### src/rtl/reg_hazard_scoreboard_pkg.sv
// rtl/reg_hazard_scoreboard_pkg.sv - shared register-file sizing and pending-counter width helper
package reg_hazard_scoreboard_pkg;

  localparam int NUM_REGS_DEF = 32;
  localparam int ADDR_W_DEF   = 5;
  localparam int MAX_PEND_DEF = 3;

  // Bits needed to hold 0..max_pend outstanding writes.
  function automatic int pend_cw(input int max_pend);
    return $clog2(max_pend + 1);
  endfunction

endpackage

### src/rtl/reg_hazard_scoreboard_if.sv
// rtl/reg_hazard_scoreboard_if.sv - decode/writeback handshake bundle between decode and the scoreboard
interface reg_hazard_scoreboard_if
  import reg_hazard_scoreboard_pkg::*;
#(
  parameter int ADDR_W  = ADDR_W_DEF,
  parameter int NUM_SRC = 2
);
  logic                      issue_valid;
  logic                      issue_we;
  logic [ADDR_W-1:0]         issue_dst;
  logic [NUM_SRC-1:0]        src_valid;
  logic [NUM_SRC*ADDR_W-1:0] src_addr;
  logic                      wb_valid;
  logic [ADDR_W-1:0]         wb_addr;
  logic                      flush;
  logic                      stall;
  logic                      issue_fire;

  modport master (
    output issue_valid, issue_we, issue_dst, src_valid, src_addr,
    output wb_valid, wb_addr, flush,
    input  stall, issue_fire
  );

  modport slave (
    input  issue_valid, issue_we, issue_dst, src_valid, src_addr,
    input  wb_valid, wb_addr, flush,
    output stall, issue_fire
  );
endinterface

### src/rtl/reg_hazard_scoreboard_pend_counter.sv
// rtl/reg_hazard_scoreboard_pend_counter.sv - per-register outstanding-write up/down counter
module pend_counter #(
  parameter int CW = 2
) (
  input  logic          clk,
  input  logic          reset,
  input  logic          clear,
  input  logic          inc,
  input  logic          dec,
  output logic [CW-1:0] count,
  output logic          zero
);

  // Flush wins over everything; a simultaneous issue and writeback cancel out.
  always_ff @(posedge clk or posedge reset) begin
    if (reset) begin
      count <= '0;
    end else if (clear) begin
      count <= '0;
    end else if (inc && !dec) begin
      count <= count + CW'(1);
    end else if (dec && !inc) begin
      count <= count - CW'(1);
    end
  end

  assign zero = (count == '0);

endmodule

### src/rtl/reg_hazard_scoreboard.sv
// rtl/reg_hazard_scoreboard.sv - RAW/WAW-saturation hazard scoreboard with stall perf counter
module reg_hazard_scoreboard
  import reg_hazard_scoreboard_pkg::*;
#(
  parameter int NUM_REGS  = NUM_REGS_DEF,
  parameter int ADDR_W    = ADDR_W_DEF,
  parameter int NUM_SRC   = 2,
  parameter int MAX_PEND  = MAX_PEND_DEF,
  parameter int WB_BYPASS = 1,
  parameter int R0_ZERO   = 1
) (
  input  logic                  clk,
  input  logic                  reset,
  reg_hazard_scoreboard_if.slave bus,
  output logic [NUM_REGS-1:0]   busy_vec,
  output logic                  err_underflow,
  output logic [31:0]           stall_cycles
);

  localparam int CW    = pend_cw(MAX_PEND);
  localparam int NSLOT = 1 << ADDR_W;

  // One slot per encodable address; slots that are not tracked read as an
  // idle counter, so out-of-range and hardwired-zero addresses never stall.
  logic [CW-1:0]      cnt [NSLOT];
  logic [NSLOT-1:0]   zero_vec;
  logic [NSLOT-1:0]   tracked_vec;
  logic [NUM_SRC-1:0] raw_vec;
  logic               wb_hits_dst;
  logic               waw_sat;
  logic               stall_int;
  logic               fire_int;

  for (genvar r = 0; r < NSLOT; r++) begin : g_reg
    if (r < NUM_REGS && !(R0_ZERO != 0 && r == 0)) begin : g_trk
      logic inc;
      logic dec;
      assign inc = fire_int && bus.issue_we && (bus.issue_dst == ADDR_W'(r));
      assign dec = bus.wb_valid && (bus.wb_addr == ADDR_W'(r)) && !zero_vec[r];
      assign tracked_vec[r] = 1'b1;
      pend_counter #(.CW(CW)) u_cnt (
        .clk   (clk),
        .reset (reset),
        .clear (bus.flush),
        .inc   (inc),
        .dec   (dec),
        .count (cnt[r]),
        .zero  (zero_vec[r])
      );
    end else begin : g_untrk
      assign cnt[r]         = '0;
      assign zero_vec[r]    = 1'b1;
      assign tracked_vec[r] = 1'b0;
    end
  end

  // A source is hazarded while any writer is pending, unless the last one
  // retires this very cycle and bypass is enabled.
  for (genvar i = 0; i < NUM_SRC; i++) begin : g_src
    logic [ADDR_W-1:0] a;
    logic              bypass;
    assign a        = bus.src_addr[i*ADDR_W +: ADDR_W];
    assign bypass   = (WB_BYPASS != 0) && bus.wb_valid && (bus.wb_addr == a) && (cnt[a] == CW'(1));
    assign raw_vec[i] = bus.src_valid[i] && tracked_vec[a] && !zero_vec[a] && !bypass;
  end

  assign wb_hits_dst = (WB_BYPASS != 0) && bus.wb_valid && (bus.wb_addr == bus.issue_dst);

  // Issue is held on a RAW hazard or when the destination counter is full.
  always_comb begin
    waw_sat   = bus.issue_valid && bus.issue_we &&
                (cnt[bus.issue_dst] == CW'(MAX_PEND)) && !wb_hits_dst;
    stall_int = bus.issue_valid && ((|raw_vec) || waw_sat) && !bus.flush;
    fire_int  = bus.issue_valid && !stall_int;
  end

  assign bus.stall      = stall_int;
  assign bus.issue_fire = fire_int;
  assign busy_vec       = ~zero_vec[NUM_REGS-1:0];

  // Flag a writeback that lands on a tracked register with nothing pending.
  always_ff @(posedge clk or posedge reset) begin
    if (reset) begin
      err_underflow <= 1'b0;
    end else begin
      err_underflow <= bus.wb_valid && !bus.flush &&
                       tracked_vec[bus.wb_addr] && zero_vec[bus.wb_addr];
    end
  end

  // Count cycles where decode wanted to issue but was held; sticks at all-ones.
  always_ff @(posedge clk or posedge reset) begin
    if (reset) begin
      stall_cycles <= '0;
    end else if (stall_int && (stall_cycles != '1)) begin
      stall_cycles <= stall_cycles + 32'd1;
    end
  end

endmodule

### src/flat_wrapper.sv
// flat-port wrapper written by rule: the top's interface ports become plain ports
module reg_hazard_scoreboard_flat import reg_hazard_scoreboard_pkg::*;
#(
  parameter int NUM_REGS  = NUM_REGS_DEF,
  parameter int ADDR_W    = ADDR_W_DEF,
  parameter int NUM_SRC   = 2,
  parameter int MAX_PEND  = MAX_PEND_DEF,
  parameter int WB_BYPASS = 1,
  parameter int R0_ZERO   = 1
)
  (clk, reset, busy_vec, err_underflow, stall_cycles, bus_issue_valid, bus_issue_we, bus_issue_dst, bus_src_valid, bus_src_addr, bus_wb_valid, bus_wb_addr, bus_flush, bus_stall, bus_issue_fire);
  reg_hazard_scoreboard_if #(.ADDR_W(ADDR_W), .NUM_SRC(NUM_SRC)) bus_i ();
  input  logic clk;
  input  logic reset;
  output logic [NUM_REGS-1:0] busy_vec;
  output logic err_underflow;
  output logic [31:0] stall_cycles;
  input wire logic [$bits(bus_i.issue_valid)-1:0] bus_issue_valid;
  input wire logic [$bits(bus_i.issue_we)-1:0] bus_issue_we;
  input wire logic [$bits(bus_i.issue_dst)-1:0] bus_issue_dst;
  input wire logic [$bits(bus_i.src_valid)-1:0] bus_src_valid;
  input wire logic [$bits(bus_i.src_addr)-1:0] bus_src_addr;
  input wire logic [$bits(bus_i.wb_valid)-1:0] bus_wb_valid;
  input wire logic [$bits(bus_i.wb_addr)-1:0] bus_wb_addr;
  input wire logic [$bits(bus_i.flush)-1:0] bus_flush;
  output wire logic [$bits(bus_i.stall)-1:0] bus_stall;
  output wire logic [$bits(bus_i.issue_fire)-1:0] bus_issue_fire;
  assign bus_i.issue_valid = bus_issue_valid;
  assign bus_i.issue_we = bus_issue_we;
  assign bus_i.issue_dst = bus_issue_dst;
  assign bus_i.src_valid = bus_src_valid;
  assign bus_i.src_addr = bus_src_addr;
  assign bus_i.wb_valid = bus_wb_valid;
  assign bus_i.wb_addr = bus_wb_addr;
  assign bus_i.flush = bus_flush;
  assign bus_stall = bus_i.stall;
  assign bus_issue_fire = bus_i.issue_fire;
  reg_hazard_scoreboard #(.NUM_REGS(NUM_REGS), .ADDR_W(ADDR_W), .NUM_SRC(NUM_SRC), .MAX_PEND(MAX_PEND), .WB_BYPASS(WB_BYPASS), .R0_ZERO(R0_ZERO)) u_core (.clk(clk), .reset(reset), .bus(bus_i), .busy_vec(busy_vec), .err_underflow(err_underflow), .stall_cycles(stall_cycles));
endmodule
### config.mk
export PLATFORM = sky130hd
export DESIGN_NAME = reg_hazard_scoreboard_flat
export DESIGN_NICKNAME = d
export VERILOG_FILES = /design/src/rtl/reg_hazard_scoreboard_pkg.sv /design/src/rtl/reg_hazard_scoreboard_if.sv /design/src/rtl/reg_hazard_scoreboard_pend_counter.sv /design/src/rtl/reg_hazard_scoreboard.sv /design/src/flat_wrapper.sv
export SDC_FILE = /design/constraint.sdc
export NUM_CORES = 1
export LEC_CHECK = 0
export CAP_MARGIN = 20
export CORE_ASPECT_RATIO = 0.5
export CORE_MARGIN = 4
export CORE_UTILIZATION = 47
export DETAILED_ROUTE_END_ITERATION = 10
export MAX_ROUTING_LAYER = met4
export PLACE_DENSITY = 0.68
export RECOVER_POWER = 50
export SLEW_MARGIN = 20
export SYNTH_ARGS = -nofsm -noshare
export SYNTH_HDL_FRONTEND = slang
export SYNTH_SLANG_ARGS = --single-unit
### constraint.sdc
create_clock -name clk -period 6.2 [get_ports clk]
set_input_delay 1.24 -clock clk [delete_from_list [all_inputs] [get_ports clk]]
set_output_delay 1.24 -clock clk [all_outputs]
set_load 0.05 [all_outputs]
## After elaboration in Yosys (flattened, before gate mapping)

Memories as Yosys holds them, arrays and structs flattened.
Cells that the tools add are included.

- Add/subtract/negate cells: 63
- $lt $le $gt $ge: 6
- Equality and inequality tests: 69
- Multiplexer cells: 111
- Bitwise gates (word level): 4
- Reduce and logical (&&, ||, !) cells: 341

Operators with widths:

| cell | number |
|---|---|
| 2-bit two-way mux | 99 |
| 1-bit logical AND | 177 |
| 5-bit == test (second input constant) | 32 |
| 1-bit logical NOT | 100 |
| 3-bit nonzero test | 31 |
| 5-bit by 4-bit == test with 1-bit output (second input constant) | 16 |
| 2-bit by 1-bit adder with 2-bit output (second input constant) | 31 |
| 2-bit logical NOT | 31 |
| 2-bit by 1-bit subtractor with 2-bit output (second input constant) | 31 |
| 5-bit by 3-bit == test with 1-bit output (second input constant) | 8 |
| 32-bit by 1-bit adder with 32-bit output (second input constant) | 1 |
| 32-bit != test (second input constant) | 1 |
| 32-bit inverter | 1 |
| 2-bit binary-select mux with 5-bit select | 3 |
| 5-bit by 2-bit == test with 1-bit output (second input constant) | 4 |
| 6-bit >= comparator (second input constant) | 3 |
| 5-bit by 6-bit less-than comparator with 1-bit output (second input constant) | 3 |
| 5-bit inverter with 6-bit output | 3 |
| 1-bit binary-select mux with 5-bit select | 3 |
| 5-bit == test | 3 |
| 5-bit by 1-bit == test with 1-bit output (second input constant) | 2 |
| 1-bit two-way mux | 6 |
| 2-bit by 1-bit == test with 1-bit output (second input constant) | 2 |
| 2-bit == test (second input constant) | 1 |
| 2 further kinds | 2 |

- Flip-flop bits (word level): 95
- Bits in read-only memories: 96
- Input port bits: 28
- Output and inout port bits: 67
- Memories: 3

Memory list:

| memory | words | width | rd ports | clocked after Yosys merged registers in | wr ports | line | RTL |
|---|---|---|---|---|---|---|---|
| (name not given) | 32 | 1 | 1 | 0 | 0 | reg_hazard_scoreboard.sv:64 | `assign raw_vec[i] = bus.src_valid[i] && tracked_vec[a] && !zero_vec[a] && !bypass;` |
| (name not given) | 32 | 1 | 1 | 0 | 0 | reg_hazard_scoreboard.sv:64 |  |
| (name not given) | 32 | 1 | 1 | 0 | 0 | reg_hazard_scoreboard.sv:87 | `tracked_vec[bus.wb_addr] && zero_vec[bus.wb_addr];` |

## Logic depth before layout (Yosys ltp)

Gate-level depths: netlist of run 1.

- Word-level depth: 21
- Depth in mapped cells: 13
- Mapped depth without buffers: 11

## By module

Synthesis of run 1 repeated with hierarchy kept, for this count alone.

- Cells, all modules: 963
- Area total of the unflattened synthesis: 8,350.5 um^2

By module, submodules not included:

| module | instances | cells each | area an instance (um^2) | seq. area each (um^2) |
|---|---|---|---|---|
| reg_hazard_scoreboard | 1 | 560 | 4,471.8 | 825.8 |
| pend_counter | 31 | 13 | 125.1 | 50.0 |

## Worst setup path after synthesis of run 1

No wires, ideal clock.

- Path kind: input to output
- Start: input bus_src_addr[0]
- End: output bus_issue_fire
- Arrival: 3,514 ps
- Data required time: 4,960 ps
- Slack: 1,446 ps
- Stages on the path: 11
- Cells stage by stage: buf_6 nor3b_1 a31oi_1 mux4_2 o221a_1 nor3_4 o32ai_4 nor2_4 buf_6 buf_2 and2_1

- Longest elaborated chain between the ends: 14
- Elaborated cells on any way between the ends: 23
- Those cells by class: eq/ne (2); mux (6); bitwise (1); reduce/logical (13); memory (1)

RTL lines:

| element | line | RTL |
|---|---|---|
| start: declaration | flat_wrapper.sv:22 | `input wire logic [$bits(bus_i.src_addr)-1:0] bus_src_addr;` |
| 5-bit inverter with 6-bit output (not written as such) | reg_hazard_scoreboard.sv:63 | `assign bypass = (WB_BYPASS != 0) && bus.wb_valid && (bus.wb_addr == a) && (cnt[a] == CW'(1));` |
| 2-bit binary-select mux with 5-bit select | reg_hazard_scoreboard.sv:63 |  |
| 2-bit two-way mux (not written as such) (2 in a row) | reg_hazard_scoreboard.sv:63 |  |
| 2-bit by 1-bit == test with 1-bit output | reg_hazard_scoreboard.sv:63 |  |
| 1-bit logical AND | reg_hazard_scoreboard.sv:63 |  |
| 1-bit logical NOT | reg_hazard_scoreboard.sv:64 |  |
| 1-bit logical AND (*) | reg_hazard_scoreboard.sv:64 |  |
| 2-bit OR reduction (*) | reg_hazard_scoreboard.sv:73 | `stall_int = bus.issue_valid && ((\|raw_vec) \|\| waw_sat) && !bus.flush;` |
| 1-bit logical OR (*) | reg_hazard_scoreboard.sv:73 |  |
| 1-bit logical AND (*) (2 in a row) | reg_hazard_scoreboard.sv:73 |  |
| 1-bit logical NOT (*) | reg_hazard_scoreboard.sv:74 | `fire_int = bus.issue_valid && !stall_int;` |
| 1-bit logical AND (*) | reg_hazard_scoreboard.sv:74 |  |
| end: declaration | flat_wrapper.sv:27 | `output wire logic [$bits(bus_i.issue_fire)-1:0] bus_issue_fire;` |

Mark *: on every way between the ends. The rest lies on a longest branch, timed or not. The select of a mux whose other input is x is not followed.

## Final worst setup path of run 1

- Start: input bus_src_addr[5]
- End: output bus_issue_fire

The elaborated chain is that of the path after synthesis.

==> results of run 1 <==
## final timing paths
| kind | cells past startpoint | slack [ns] | endpoint |
|---|---|---|---|
| max | 11 | 0.66 | bus_issue_fire |
| min | 1 | 0.48 | u_core.stall_cycles[20]$_DFFE_PP0P_ |
| max reg2reg | 11 | 2.21 | u_core.g_reg[4].g_trk.u_cnt.count[0]$_DFFE_PP0P_ |
| min reg2reg | 1 | 0.48 | u_core.stall_cycles[20]$_DFFE_PP0P_ |
| max in group asynchronous | 3 | 1.58 | u_core.stall_cycles[27]$_DFFE_PP0P_ |
| min in group asynchronous | 2 | 2.18 | u_core.g_reg[12].g_trk.u_cnt.count[0]$_DFFE_PP0P_ |
## final cells by class
type / instances / area (sq um)
Fill cell: 1543 / 7241
Multi-Input combinational cell: 776 / 5141
Sequential cell: 95 / 2377
Timing Repair Buffer: 110 / 1057
Tap cell: 227 / 284.0
Clock buffer: 10 / 239.0
Inverter: 47 / 180.2
Clock inverter: 5 / 35.03
Antenna cell: 1 / 2.502
## layout by cell type, fill, tap and decap left out, types with 11 or more instances in the layout
| master | instances |
|---|---|
| sky130_fd_sc_hd__inv_1 | 45 |
| sky130_fd_sc_hd__a211oi_1 | 12 |
| sky130_fd_sc_hd__nor3_1 | 41 |
| sky130_fd_sc_hd__dlygate4sd3_1 | 34 |
| sky130_fd_sc_hd__xnor2_1 | 13 |
| sky130_fd_sc_hd__nand3_1 | 44 |
| sky130_fd_sc_hd__nor3b_1 | 27 |
| sky130_fd_sc_hd__mux4_2 | 25 |
| sky130_fd_sc_hd__o21ai_0 | 33 |
| sky130_fd_sc_hd__xor2_1 | 40 |
| sky130_fd_sc_hd__buf_4 | 17 |
| sky130_fd_sc_hd__nor3_2 | 12 |
| sky130_fd_sc_hd__nand4_1 | 17 |
| sky130_fd_sc_hd__and2_1 | 21 |
| sky130_fd_sc_hd__dfrtp_1 | 95 |
| sky130_fd_sc_hd__nor4_1 | 12 |
| sky130_fd_sc_hd__a31oi_1 | 19 |
| sky130_fd_sc_hd__nand2_1 | 119 |
| sky130_fd_sc_hd__nor2_1 | 88 |
| sky130_fd_sc_hd__nand2b_1 | 26 |
| sky130_fd_sc_hd__and4_1 | 11 |
| sky130_fd_sc_hd__o2111ai_1 | 12 |
| sky130_fd_sc_hd__a21oi_1 | 69 |
| sky130_fd_sc_hd__and3_1 | 11 |
| sky130_fd_sc_hd__clkdlybuf4s50_1 | 56 |
## sequential cells by signal, summed over array words and instances (netlist names)
register / cells
u_core.err_underflow: 1
u_core.stall_cycles: 32
u_core.g.g_trk.u_cnt.count: 62
## critical path: stages
cell	delay (ns)
sky130_fd_sc_hd__clkdlybuf4s50_1	0.95
sky130_fd_sc_hd__buf_4	0.32
sky130_fd_sc_hd__nor3b_1	0.07
sky130_fd_sc_hd__a31oi_1	0.17
sky130_fd_sc_hd__nor3b_1	0.07
sky130_fd_sc_hd__o311ai_0	0.50
sky130_fd_sc_hd__nand4_1	0.15
sky130_fd_sc_hd__o21ai_1	0.38
sky130_fd_sc_hd__nor2_4	0.09
sky130_fd_sc_hd__and2_1	0.20
sky130_fd_sc_hd__buf_12	0.15
## layer usage
metal  up-vias  part of all wire  GRT usage
li1       3685                 -          -
met5         -                 0          -
met4         0             0.016    0.06353
met2       434              0.39     0.3972
met1      3976              0.47     0.4479
met3        44              0.12    0.07853
## power by group
group / switching (W) / total, W / internal (W)
Clock: 0.000247 / 0.000528 / 0.000281
Combinational: 0.000338 / 0.000476 / 0.000138
Sequential: 0.0000488 / 0.000704 / 0.000655
Total: 0.000634 / 0.00171 / 0.00107
## cell families (layout without fill, tap and decap cells)
group	count (synthesis)	in the layout	share of synthesized area
AO/OA/AOI/OAI	200	200	0.1622
XOR/XNOR	53	53	0.05787
adder cells (fa/ha/maj)	1	1	0.001560
buffers and inverters	115	172	0.06489
flip-flops	95	95	0.2964
multiplexers	36	36	0.08704
other	1	2	0.0004675
AND/OR/NAND/NOR	485	485	0.3296
## through the flow
stage	utilization	cell area (sq um)	worst slack (ns)	hold WS, ns	total power (W)
after global routing	0.5627	9316	0.5099	0.5112	0.001783
after global placement	0.5455	9032	0.7660	0.4786	0.001198
after CTS	0.5624	9311	0.7215	0.4923	0.001732
after floorplan	-	8021	1.446	0.5615	0.001037
after detailed placement	0.5458	9037	0.7249	0.4828	0.001201
final	0.5627	9316	0.6553	0.4811	0.001709
==> results summary, run 1 <==
The run finished, with violations left. The final reports fail on max-capacitance violations, max-slew violations. Sorting the synthesized cells by area gives the leading types as sky130_fd_sc_hd__dfrtp_1 (30%), sky130_fd_sc_hd__mux4_2 (7.0%), sky130_fd_sc_hd__nand2_1 (5.6%), sky130_fd_sc_hd__xor2_1 (4.4%), sky130_fd_sc_hd__a21oi_1 (4.3%).

The remaining max-slew budget at the tightest pin came out at -0.9741. Static timing analysis puts the maximum clock frequency at roughly 180 MHz. The mean area per synthesized cell came out at between 8 and 9 sq um. sky130_fd_sc_hd__dfrtp_1 takes more of the synthesized area than any other cell.

By instance count, the leading cell after synthesis is sky130_fd_sc_hd__nand2_1. Ranked by instance count, the synthesized netlist is headed by sky130_fd_sc_hd__nand2_1 (119), sky130_fd_sc_hd__dfrtp_1 (95), sky130_fd_sc_hd__nor2_1 (88), sky130_fd_sc_hd__a21oi_1 (69), sky130_fd_sc_hd__inv_1 (46). The async set-reset flop share out of synthesis came out at 1.000.

The placement row count is 33. In the synthesized netlist the dominant register cell turns out to be sky130_fd_sc_hd__dfrtp_1. The depth of the CTS H-tree is 3. The floorplan die width came out at slightly below 200 um. In the final routed layout, each cell accounts on average for ~22 um. The via count of the first global-routing pass is roughly 7600. Buffers placed on the I/O ports in this run total slightly above 90.

After the first detailed-routing iteration, the DRC count stood at around 820. Detailed placement finished with a half-perimeter wire length of 20540 um. The tool flagged a number of max-cap violations equal to 2. The most critical setup path has its startpoint at bus_src_addr[5]. The clock arrives with between 0.01 and 0.015 ns of skew.

The number of buffers created by CTS came out at 9. The count of unique library cells instantiated by Yosys is 76. Of the cells placed in the final design, the portion with a size suffix greater than 1 is 0.1016. The number of nets at the end of the flow came out at about 1100. The count of final hold-check violations came out at 0. Entering global routing, the biggest net connects 82 pins. Post-CTS repair changed the size of 0 cells. During I/O placement, the number of pins put on the boundary was 95.

TritonCTS built the clock tree. The leakage power of the design came out at ~3.7 nW. The wire length of the first global-routing pass came out at around 43000 um. In the routed design, unresolved DRC markers number 0. The count of clock tree sinks is 95. The worst register-to-register path begins at u_core.g_reg[28].g_trk.u_cnt.count[1]$_DFFE_PP0P_. After the flow finishes, the layout carries non-filler instances totaling 1271. Global routing finished with a remaining overflow of 0. The overall track demand over capacity in global routing is 0.2973. The count of final max-slew check failures is 98. The worst setup path is launched from a primary input. The initial antenna violation count came out at 1. Once placement completed, the tool counted placed cells totaling between 1000 and 1500. The relative area change from synthesis to final layout is 16.14%. The share of Yosys cell area claimed by the top area cell type came out at 0.2964.

The arrival time at the worst endpoint came out at ~4.3 ns. The power per standard cell area came out at 183.4 nW/um^2. The time the worst path needs with I/O delays and setup came out at 5.545 ns. The flip-flop and latch count after synthesis is 95. The total standard cell area after synthesis came out at ~8000 sq um. The number of optimization iterations in the first detailed-route pass is 5. The total of hold buffers inserted after clock tree synthesis is 0. At the pin with the least slew margin, the transition time is between 2 and 3 ns. The number of flops mapped to enable cells by yosys came out at 0.

The starting density of the core is 0.4845. The area of the core is roughly 17000 sq um. The number of setup buffers added after CTS is 0. The final-layout setup total negative slack came out at 0 ns.

The worst setup path is captured at an output pin. Setup repair after global routing left no endpoint under its margin. The placer's final routability congestion estimate came out at around 0.99.

The synthesized instance count is 986. The critical setup path kind is primary input to output pin. At the worst endpoint, the required time is between 4 and 5 ns. The share of the Yosys chip area taken by registers is 0.2964. The worst IR drop on VDD is around 0.00022 V. The path class of the tightest hold or removal check is flop to flop.

The post-detailed-route via-to-cell ratio came out at ~6.4. The Yosys step of the flow raised 0 warnings. The final count of negative-setup-slack endpoints came out at 0. The die covers a little under 20000 sq um.

The via count is 8139. The maximum fanout encountered on the critical timing path is 19. The fraction of the cycle the final worst path needs came out at 0.8943. The clock transition at the registers of the reported paths is 0.07 ns. The total routed wirelength is roughly 28000 um. The clock latency of the later-clocked register in the worst-skew pair is between 0.3 and 0.4 ns. The tree is rooted in a sky130_fd_sc_hd__clkbuf_16.

The origin of the worst min-delay path is u_core.stall_cycles[20]$_DFFE_PP0P_. The post-synth net total is between 1000 and 1500. The number of nets with antenna violations after routing came out at 0. In this run the vertical extent of the chip is ~100 um. The largest buffer count on any clock path is 2.
No activity file was read; power rests on OpenSTA's default activity.
==> run 2, diff against run 1 <==
--- a/config.mk
+++ b/config.mk
@@ -5,7 +5,7 @@
 export SDC_FILE = /design/constraint.sdc
 export NUM_CORES = 1
 export LEC_CHECK = 0
-export CAP_MARGIN = 20
+export CAP_MARGIN = 30
 export CORE_ASPECT_RATIO = 0.5
 export CORE_MARGIN = 4
 export CORE_UTILIZATION = 47
==> run 2 against run 1 <==
Compared with the run above: the flow still finishes with violations (max-capacitance violations, max-slew violations); critical path type unchanged; count of clock-buffer cells in the layout increased by 1; first-iteration DRC count decreased by 1.9%; via count increased by 0.58%; non-clock buffer count increased by 4; cell area increased by 0.15%; power decreased by 0.14%.
==> results summary, run 2 (synthesized netlist as in run 1, its figures left out) <==
The number of resized instances in the post-cts repair step is 0 (unchanged). The DRC violation count after routing came to 0 (unchanged). The type of the worst min-delay path is flop to flop. The origin of the worst min-delay path is u_core.stall_cycles[5]$_DFFE_PP0P_. The signal on the critical path passes through clkdlybuf4s50_1 -> buf_4 -> nor3b_1 -> a31oi_1 -> o21ai_0 -> o311ai_0 -> nand4_1 -> o21ai_1 -> nor2_4 -> and2_1 -> buf_12. The fraction of layout cells with a size suffix above 1 is 0.1031 (+0.001424). The via count of the first global-routing pass was 7765 (+2.0%).

The worst-case clock skew came to 0.006095 ns (-0.004165 ns). The placer's final routability congestion estimate came out at 0.9853 (unchanged). The tree is rooted in a sky130_fd_sc_hd__clkbuf_16. The top achievable clock speed came out at 180.5 MHz (about the same). The I/O pin count came out at 95 (unchanged). The remaining max-slew budget at the tightest pin is -0.9785 (-0.004433). The die extent in y came out at 100.4 um (unchanged). The clock transition at the registers of the reported paths is 0.07 ns (about the same). The worst setup path is launched from a primary input. The starting density of the core is 0.4845 (unchanged).

The checks that failed: max-capacitance violations, max-slew violations. TritonCTS built the clock tree. The delay contributed by the slowest stage of the critical path was 0.98 ns (+0.03 ns). The depth of the CTS H-tree came out at 3 (unchanged). The power per standard cell area came out at 182.9 nW/um^2 (-0.29%). The arrival time at the worst endpoint was 4.30 ns (about the same). The count of filler cells inserted in the layout is 1563 (+1.3%). The number of optimization iterations in the first detailed-route pass is 5 (unchanged). The iteration-0 DRC count of the detailed router is 807 (-1.9%).

The detailed-placement wirelength estimate is 20620 um (+0.40%). The residual overflow from global routing is 0 (unchanged). The total of hold buffers inserted after clock tree synthesis came out at 0 (unchanged). The number of I/O port buffers came out at 93 (unchanged). The total routed wirelength was 28140 um (+1.5%). The count of final hold-check violations came out at 0 (unchanged). The number of buffers created by CTS is 9 (unchanged). In the layout the commonest cells are sky130_fd_sc_hd__nand2_1 (119), sky130_fd_sc_hd__dfrtp_1 (95), sky130_fd_sc_hd__nor2_1 (87), sky130_fd_sc_hd__a21oi_1 (69), sky130_fd_sc_hd__clkdlybuf4s50_1 (56). The utilization after layout is 0.5635 (+0.0008310). The final-layout setup total negative slack came out at 0 ns (unchanged). The number of flip-flops under the largest register name came out at 62 (unchanged).

The post-detailed-route via-to-cell ratio came out at 6.415 (+0.18%). The wire length of the first global-routing pass came out at 43570 um (+0.56%). Leaving out fill and tap cells, the most frequent cell in the layout is sky130_fd_sc_hd__nand2_1.

The number of nets with antenna violations after routing came out at 0 (unchanged). The origin of the critical flop-to-flop path is u_core.g_reg[20].g_trk.u_cnt.count[1]$_DFFE_PP0P_. The count of final max-slew check failures is 98 (unchanged). The placement row count came out at 33 (unchanged). The largest buffer count on any clock path came out at 2 (unchanged). The worst IR drop on VDD came out at 0.0002626 V (+17%). The fraction of the cycle the final worst path needs came out at 0.8938 (about the same). The count of clock tree sinks came to 95 (unchanged). The relative area change from synthesis to final layout is 16.32%.

The worst setup path startpoint is bus_src_addr[5]. The number of nets at the end of the flow is 1072 (+0.37%). The leakage power of the design is 3.727 nW (+0.33%). u_core.g.g_trk.u_cnt.count holds more flip-flops than any other register.

The placed cell count is 1257 (+0.16%). The initial antenna violation count came out at 1 (unchanged). The number of setup buffers added after CTS came to 0 (unchanged).

Setup repair after global routing left no endpoint under its margin. The slew of the pin with the lowest slew margin came out at 2.952 ns (+0.006613 ns). The floorplan die width was 192.8 um (unchanged). The wire length per cell after detailed routing is 22.06 um (+1.1%).

The pin count of the biggest net entering global routing is 82 (unchanged). The worst setup path is captured at an output pin. The setup path with the least slack is of type primary input to output pin. The overall track demand over capacity in global routing is 0.3011 (+0.003723). The clock latency of the later-clocked register in the worst-skew pair is 0.35 ns (about the same). The required time of the critical path came out at 4.96 ns (about the same). The maximum fanout encountered on the critical timing path came to 19 (unchanged).

The via count is 8186 (+0.58%). The time the worst path needs with I/O delays and setup was 5.542 ns (-0.003094 ns). The final count of negative-setup-slack endpoints came out at 0 (unchanged). The die outline area is 19350 sq um (unchanged). The area of the core was 16560 sq um (unchanged).

On the critical path, the stage with the largest delay is an instance of sky130_fd_sc_hd__clkdlybuf4s50_1. The final cell count without fillers was 1276 (+0.39%). The number of max-cap violations is 2 (unchanged). The largest registers in the layout are u_core.g.g_trk.u_cnt.count x62, u_core.stall_cycles x32, u_core.err_underflow x1.

The run finished, with violations left.
## run 2: cell count changes in the layout (fill, tap and decap cells not counted)
| cell | change |
|---|---|
| sky130_fd_sc_hd__buf_2 | +1 |
| sky130_fd_sc_hd__buf_4 | +2 |
| sky130_fd_sc_hd__clkbuf_1 | +2 |
| sky130_fd_sc_hd__clkbuf_2 | +1 |
| sky130_fd_sc_hd__clkbuf_8 | -1 |
| sky130_fd_sc_hd__nor2_1 | -1 |
| sky130_fd_sc_hd__nor2_2 | +1 |
| sky130_fd_sc_hd__nor2b_1 | +1 |
| sky130_fd_sc_hd__nor2b_2 | -1 |
| sky130_fd_sc_hd__nor3b_1 | +1 |
| sky130_fd_sc_hd__nor3b_2 | -1 |
## run 2: report_power, final
part	switching, W	internal [W]
Clock	0.000250	0.000273
Sequential	0.0000495	0.000655
Combinational	0.000340	0.000139
## run 2: critical path: cells and delay by family
kind | cells | cell delay (ns)
AO/OA/AOI/OAI | 4 | 1.09
buffers and inverters | 3 | 1.45
AND/OR/NAND/NOR | 4 | 0.51
## run 2: final timing paths
check	to	slack, ns	depth (start not counted)
worst max-delay path	bus_issue_fire	0.66	11
worst min-delay path	u_core.stall_cycles[5]$_DFFE_PP0P_	0.49	1
worst max register to register	u_core.g_reg[4].g_trk.u_cnt.count[0]$_DFFE_PP0P_	2.19	11
worst min register to register	u_core.stall_cycles[5]$_DFFE_PP0P_	0.49	1
max in group asynchronous	u_core.stall_cycles[13]$_DFFE_PP0P_	1.60	3
min in group asynchronous	u_core.g_reg[12].g_trk.u_cnt.count[0]$_DFFE_PP0P_	2.18	2
## run 2: cell type report
class	count	area (sq um)	area share
inverters	47	180.2	0.01931
flip-flops and latches	95	2377	0.2548
well taps	227	284.0	0.03044
repair buffers	114	1082	0.1160
clock inverters	5	35.03	0.003755
multi-input cells	776	5136	0.5505
diodes	1	2.502	0.0002682
clock buffers	11	232.7	0.02494
## run 2: stage by stage
stage	hold slack (ns)	instance area, sq um	power (W)	setup slack (ns)
6_report	0.4896	9330	0.001706	0.6584
5_1_grt	0.5141	9330	0.001779	0.3301
4_1_cts	0.4979	9318	0.001730	0.7254
3_5_place_dp	0.4813	9050	0.001202	0.7287
3_3_place_gp	0.4786	9032	0.001198	0.7660
2_1_floorplan	0.5615	8021	0.001037	1.446
## run 2: per-layer routing
metal | track usage | routed length [um] | vias to the layer above
li1 | - | - | 3687
met1 | 0.4461 | 12720 | 3976
met2 | 0.3975 | 11230 | 481
met3 | 0.08582 | 3687 | 42
met4 | 0.08269 | 512 | 0
met5 | - | 0 | -
